**config.mk**
```make
export PLATFORM = sky130hd
export DESIGN_NAME = tape_pulse_encoder
export DESIGN_NICKNAME = d
export VERILOG_FILES = /design/src/rtl/tape_pulse_encoder.sv
export SDC_FILE = /design/constraint.sdc
export NUM_CORES = 1
export LEC_CHECK = 0
export BUFFER_PORTS_ARGS = -buffer_cell sky130_fd_sc_hd__buf_2
export CORE_UTILIZATION = 36
export CTS_CLUSTER_DIAMETER = 60
export DETAILED_ROUTE_END_ITERATION = 16
export SETUP_SLACK_MARGIN = 0.2
export SLEW_MARGIN = 20
export SYNTH_ARGS = -nofsm -noshare
export SYNTH_HDL_FRONTEND = slang
export SYNTH_SLANG_ARGS = --single-unit
export TNS_END_PERCENT = 20
```
**constraint.sdc**
```tcl
create_clock -name clk -period 2.4 [get_ports clk]
set_clock_uncertainty 0.15 [all_clocks]
set_input_delay 0.6 -clock clk [delete_from_list [all_inputs] [get_ports clk]]
set_output_delay 0.6 -clock clk [all_outputs]
set_load 0.005 [all_outputs]
```
**src/rtl/tape_pulse_encoder.sv**
```systemverilog
// Serialises one byte per start strobe, MSB first, as clock/data pulse pairs
// on the emulated cassette input line; done pulses once after the last cell.
module tape_pulse_encoder #(
  parameter int   PULSE_LEN   = 1400,
  parameter int   DATA_OFFSET = 2800,
  parameter int   BIT_CELL    = 5600,
  parameter logic IDLE_LEVEL  = 1'b0
) (
  input  logic       clk,
  input  logic       reset_n,
  input  logic       start,
  input  logic [7:0] din,
  output logic       busy,
  output logic       done,
  output logic       dout
);

  localparam int CW = $clog2(BIT_CELL);

  // One extra bit so DATA_OFFSET+PULSE_LEN == BIT_CELL == 2**CW still fits.
  localparam logic [CW:0]   C_PULSE_END  = (CW+1)'(PULSE_LEN);
  localparam logic [CW:0]   C_DATA_START = (CW+1)'(DATA_OFFSET);
  localparam logic [CW:0]   C_DATA_END   = (CW+1)'(DATA_OFFSET + PULSE_LEN);
  localparam logic [CW-1:0] C_CYC_LAST   = CW'(BIT_CELL - 1);

  if (PULSE_LEN < 1 || DATA_OFFSET < PULSE_LEN ||
      DATA_OFFSET + PULSE_LEN > BIT_CELL) begin : g_param_check
    $error("tape_pulse_encoder: illegal PULSE_LEN/DATA_OFFSET/BIT_CELL");
  end

  typedef enum logic [1:0] {S_IDLE, S_CELL, S_DONE} state_t;

  state_t          r_state;
  state_t          w_state_next;
  logic [CW-1:0]   r_cyc;
  logic [2:0]      r_bit_idx;
  logic [7:0]      r_shreg;
  logic            r_dout;
  logic            r_busy;
  logic            r_done;
  logic            w_dout_next;
  logic            w_busy_next;
  logic            w_done_next;
  logic            w_cell_end;
  logic [CW:0]     w_cyc_ext;
  logic            w_clk_pulse;
  logic            w_data_pulse;

  assign w_cyc_ext    = {1'b0, r_cyc};
  assign w_cell_end   = (r_cyc == C_CYC_LAST);
  assign w_clk_pulse  = (w_cyc_ext < C_PULSE_END);
  assign w_data_pulse = r_shreg[7] && (w_cyc_ext >= C_DATA_START) &&
                        (w_cyc_ext < C_DATA_END);

  always_ff @(posedge clk or negedge reset_n) begin
    if (!reset_n) begin
      r_state <= S_IDLE;
    end else begin
      r_state <= w_state_next;
    end
  end

  always_comb begin
    w_state_next = r_state;
    case (r_state)
      S_IDLE:  if (start) w_state_next = S_CELL;
      S_CELL:  if (w_cell_end && (r_bit_idx == 3'd0)) w_state_next = S_DONE;
      S_DONE:  w_state_next = S_IDLE;
      default: w_state_next = S_IDLE;
    endcase
  end

  // Outputs are registered, so they trail the state/counter by one cycle.
  always_comb begin
    w_dout_next = IDLE_LEVEL;
    w_busy_next = 1'b0;
    w_done_next = 1'b0;
    case (r_state)
      S_CELL: begin
        w_busy_next = 1'b1;
        if (w_clk_pulse || w_data_pulse) w_dout_next = ~IDLE_LEVEL;
      end
      S_DONE: begin
        w_busy_next = 1'b1;
        w_done_next = 1'b1;
      end
      default: ;
    endcase
  end

  always_ff @(posedge clk or negedge reset_n) begin
    if (!reset_n) begin
      r_dout <= IDLE_LEVEL;
      r_busy <= 1'b0;
      r_done <= 1'b0;
    end else begin
      r_dout <= w_dout_next;
      r_busy <= w_busy_next;
      r_done <= w_done_next;
    end
  end

  always_ff @(posedge clk or negedge reset_n) begin
    if (!reset_n) begin
      r_cyc     <= '0;
      r_bit_idx <= 3'd0;
      r_shreg   <= 8'd0;
    end else begin
      case (r_state)
        S_IDLE: begin
          if (start) begin
            r_shreg   <= din;
            r_bit_idx <= 3'd7;
            r_cyc     <= '0;
          end
        end
        S_CELL: begin
          if (w_cell_end) begin
            r_cyc   <= '0;
            r_shreg <= {r_shreg[6:0], 1'b0};
            if (r_bit_idx != 3'd0) r_bit_idx <= r_bit_idx - 3'd1;
          end else begin
            r_cyc <= r_cyc + CW'(1);
          end
        end
        default: ;
      endcase
    end
  end

  assign dout = r_dout;
  assign busy = r_busy;
  assign done = r_done;

endmodule

```
# ---- Word-level counts from Yosys, hierarchy flattened
# Cells that the tools add are included.
dict set report totals {
  reg_bits 29
  latchBits 0
  mem_bits_rw 0
  rom_bits 0
  inputBits 11
  elab_cells 49
  n_memories 0
}
dict set report op_classes {
  n_addsub 2
  multipliers 0
  div 0
  order_cmp 3
  eq_ne 7
  n_shift 0
  mux 17
  bitwise 0
  n_reduce_logical 13
}
# op n
set ops {}
lappend ops {{$mux 13} 2}
lappend ops {{$pmux 13 s2} 1}
lappend ops {{$mux 8} 2}
lappend ops {{$pmux 8 s2} 1}
lappend ops {{$add 13x1->13 const B} 1}
lappend ops {{$eq 13x13->1 const B} 1}
lappend ops {{$ge 13x12->1 const B} 1}
lappend ops {{$lt 13x11->1 const B} 1}
lappend ops {{$lt 13x13->1 const B} 1}
lappend ops {{$mux 3} 3}
lappend ops {{$ne 2x2->1 const B} 4}
lappend ops {{$pmux 3 s2} 1}
lappend ops {{$mux 1} 4}
lappend ops {{$mux 2} 2}
lappend ops {{$pmux 2 s2} 1}
lappend ops {{$reduce_and 2->1} 2}
lappend ops {{$reduce_and 4->1} 1}
lappend ops {{$logic_and 1x1->1} 3}
lappend ops {{$logic_not 3->1} 1}
lappend ops {{$reduce_and 3->1} 1}
lappend ops {{$reduce_bool 3->1} 1}
lappend ops {{$sub 3x1->3 const B} 1}
lappend ops {{$eq 2x1->1 const B} 1}
lappend ops {{$eq 2x2->1 const B} 1}
lappend ops {{other kinds (4)} 4}

# ---- Longest topological paths before layout
dict set report depth {
  depth_word 6
  depth_mapped 8
  mapped_depth_nobuf 6
}

# ---- Worst setup path before layout
# No wires, ideal clock.
dict set report synth_timing {
  kind {register to register}
  from {register r_cyc[9]}
  to {register r_shreg[1]}
  setup_ps 131
  arrival_ps 1704
  required_time_ps 2119
  setup_slack_ps 415
  stages_incl_launch_ff 6
  path_cell_list {dfrtp_1 > or3b_4 > o41a_1 > buf_6 > o21ai_0 > o21ai_0}
}
dict set report synth_between {
  elab_chain_len 3
}
# element line
set synth_rtl {}
lappend synth_rtl {{start: declaration} 35} ;# logic [CW-1:0] r_cyc;
lappend synth_rtl {{start signal: assignment} 123} ;# r_cyc <= r_cyc + CW'(1);
lappend synth_rtl {{$eq 13x13->1} 50} ;# assign w_cell_end = (r_cyc == C_CYC_LAST);
lappend synth_rtl {{$ne 2x2->1 (no line)} --}
lappend synth_rtl {{$reduce_and 3->1 (no line)} --}
lappend synth_rtl {{end signal: assignment} 112} ;# r_shreg <= din;
lappend synth_rtl {{end signal: assignment} 120} ;# r_shreg <= {r_shreg[6:0], 1'b0};
lappend synth_rtl {{end: declaration} 37} ;# logic [7:0] r_shreg;
# No other way between the ends.
# A chain may end at the register's enable or synchronous reset.

# ---- Final worst setup path
dict set report layout_timing {
  from {register r_cyc[9]}
  to {register r_shreg[0]}
}
# Same word-level chain as after synthesis.

==> results.md <==
- PortBufs: 13
- Crit path max-delay family: simple AND/OR/NAND/NOR gates
- Critical Path AT: approximately 2.2 ns
- Synth Area in Compound Gates: 0.200
- CTS buffer count: 5
- Post-Syn Nets: around 190
- Initial antenna violation count: 0
- Clock period minus worst slack: approximately 2.1 ns
- Setup violators final: 0
- Max FO, Critical Path: 9
- Hpwl dp: between 2000 and 3000 um
- Max_slew headroom: 0.560
- Total die area: about 0.0048 mm2
- Vias: roughly 1.4k
- Fillers: just over 400
- Vias per std cell: approximately 5.9
- Largest family of logic cells by synthesized area: compound AO/OA/AOI/OAI gates
- Post-Synth Adder-Cell Area: 0.0534
- Initial DRC Count: 93
- Worst R2R Start: r_cyc[9]
- Fin. Hold Viols: 0
- CP max stage cell: or3b_4
- Tightest Pin Transition: between 0.6 and 0.7 ns
- CP peak stage delay: 0.45 ns
- CP endpoint kind: register
- Drt wl/cell: around 16 um
- N_diodes: 0
- Ys flop type: dfrtp_1
- Antenna violation net count after detailed routing: 0
- Gp weighted congestion: approximately 0.88
- DRC errors left: 0
- Multi-input combinational cell area: roughly 850 um2
- Required @ worst endpoint: between 2 and 2.5 ns
- Pre-CTS setup slack: approximately 0.18 ns
- First-pass GRT wire length: ~6500 um
- # rows: 24
- Total clock sinks: 29
- Asr flop ratio synth: 1.00
- Setup TNS: 0 ns
- Number of synthesized flops with an enable pin: 0
- Max-slew violations: 0
- CTS clk-pin slew, worst paths: roughly 0.07 ns
- Overall routing resource usage: 0.170
- Die Wd: slightly below 70 um
- Crit path to: r_shreg[0]
- Post-synthesis simple-gate area fraction: 0.171
- Area grow syn2layout: 15.3%
- Vias in the first global route: 1451
- Grt ovf: 0
- Mapped Cells: ~170
- Peak VDD IR: between 0.3 and 0.4 mV
- Avg Inst Size Synth: 9.49 um2
- Critical path origin: r_cyc[9]
- Top-area cell type share of the netlist area: 0.442
- Leak pwr: ~0.81 nW
- PwrDens: slightly above 1000 mW/mm2
- Core area: between 0.004 and 0.005 mm2
- # hold bufs at CTS: 0
- Drt total wl: around 3800 um
- WP depth: 4
- MaxCap Viol Count: 0
- Register area share after synthesis: 0.442
- Yosys reg bits: 29
- Worst r2r path cells: 4
- Run status: complete, no violations
- Fraction of synthesized cell area in xor and xnor cells: 0.0213
- DRT Pass-1 Iters: 4
- Commonest non-fill, non-tap cell in the layout: dfrtp_1
- Yosys warnings: 0
- Number of nets in the layout: roughly 210
- Share of layout cells above drive strength 1: 0.173
- Yosys top cell by area: dfrtp_1
- Pin count of the biggest net entering global routing: 30
- Fin worst setup slack: around 0.27 ns
- Most frequent cells in the layout: dfrtp_1, o21ai_0, nand2_1, buf_2, mux2i_1
- Netlist cell types: 39
- Register area: around 730 um2
- Latest clock arrival within the worst-skew pair: a little under 0.3 ns
- H-tree levels: 2
- Total power: 1.92 mW
- Worst Setup Start Kind: register
- Synth area leaders: dfrtp_1, o21ai_0, mux2i_1
- Worst-path cell chain: or3b_4, o41ai_2, nand2_1, a32o_1
- CTS tree: yes
- RR Endpoint: r_shreg[0]
- CTS Buffer Depth: 2
- Num ports: 14
- Synth Cell Area: 0.00164 mm2
- Worst Hold Class: primary input to async pin
- Tcrit/Tclk final: 0.887
- Unrepaired setup endpoints after global routing: yes
- Starting Density: 0.377
- Multiplexer area fraction after synthesis: 0.0678
- R2r setup slk: between 0.2 and 0.3 ns
- Buf/Inv on CP: 0
- Setup Crit Path Kind: register to register
- Clock root buffer: clkbuf_8
- Die height: a little under 70 um
- Fmax: ~470 MHz
## flip-flops by register name, summed over array words and instances, names as in the netlist
name       flops
busy           1
done           1
r_state        2
dout           1
r_shreg        8
r_cyc         13
r_bit_idx      3
## metrics by stage
stage	std cells	util	instance area (um2)	hold WS, ns
floorplan	173	-	1640	0.154
global placement	234	0.405	1760	0.325
detailed placement	234	0.405	1760	0.340
CTS	242	0.432	1880	0.205
global route	243	0.435	1890	0.241
finish	243	0.435	1890	0.188
## layer usage
metal,wire length (um),part of all wire,global-route usage
met5,0,0,0
met4,64,0.017,0.0794
met3,164,0.043,0.0538
met2,1830,0.48,0.286
met1,1730,0.46,0.196
## area by class of cell
type / instances / share of cell area
tap: 52 / 0.0344
sequential: 29 / 0.383
timing repair buffer: 18 / 0.0542
multi-input combinational: 127 / 0.447
clock inverter: 2 / 0.0198
inverter: 9 / 0.0178
clock buffer: 6 / 0.0436
## power breakdown
group	leakage [nW]	switching, mW	total (mW)	internal, mW
Sequential	0.371	0.0774	0.691	0.613
Clock	0.0574	0.198	0.535	0.337
Combinational	0.386	0.418	0.690	0.272
## logic make-up (layout without fill, tap and decap cells)
| group | after synthesis | in the layout |
|---|---|---|
| compound gates | 50 | 50 |
| flops | 29 | 29 |
| fa+ha+maj | 7 | 7 |
| mux | 11 | 11 |
| simple gates | 55 | 55 |
| buf+inv | 17 | 35 |
| xor+xnor | 4 | 4 |
## Yosys cell counts (2+ instances only)
master / n
a211oi_1: 2
a21oi_1: 5
a22o_1: 2
a31oi_1: 4
clkbuf_1: 5
dfrtp_1: 29
ha_1: 7
inv_1: 9
mux2i_1: 10
nand2_1: 13
nand2b_1: 3
nand3_1: 8
nand4_1: 3
nor2_1: 10
nor3_1: 8
nor4_1: 4
o211ai_1: 2
o21ai_0: 24
o221a_2: 2
xnor2_1: 4
## worst register-to-register path, stage by stage (launching register included)
cell     delay, ns
dfrtp_1       0.44
or3b_4        0.45
o41ai_2       0.43
nand2_1       0.28
a32o_1        0.27
## what timing repair did
item,CTS,global route
setup endpoints to repair,2,14
gates resized for setup,0,1
setup buffers,0,1
pin swaps,1,1
## worst min path at each step
stage	end	from	slack, ns	depth (start not counted)
after floorplan	busy	reset_n	0.15	0
after global placement	r_shreg[0]	r_shreg[0]	0.33	1
after detailed placement	r_shreg[0]	r_shreg[0]	0.34	1
after CTS	r_state[0]	reset_n	0.21	1
after global routing	r_shreg[1]	reset_n	0.24	1
final	r_bit_idx[0]	reset_n	0.19	1
Note: power is estimated with default switching activity, not from simulation.
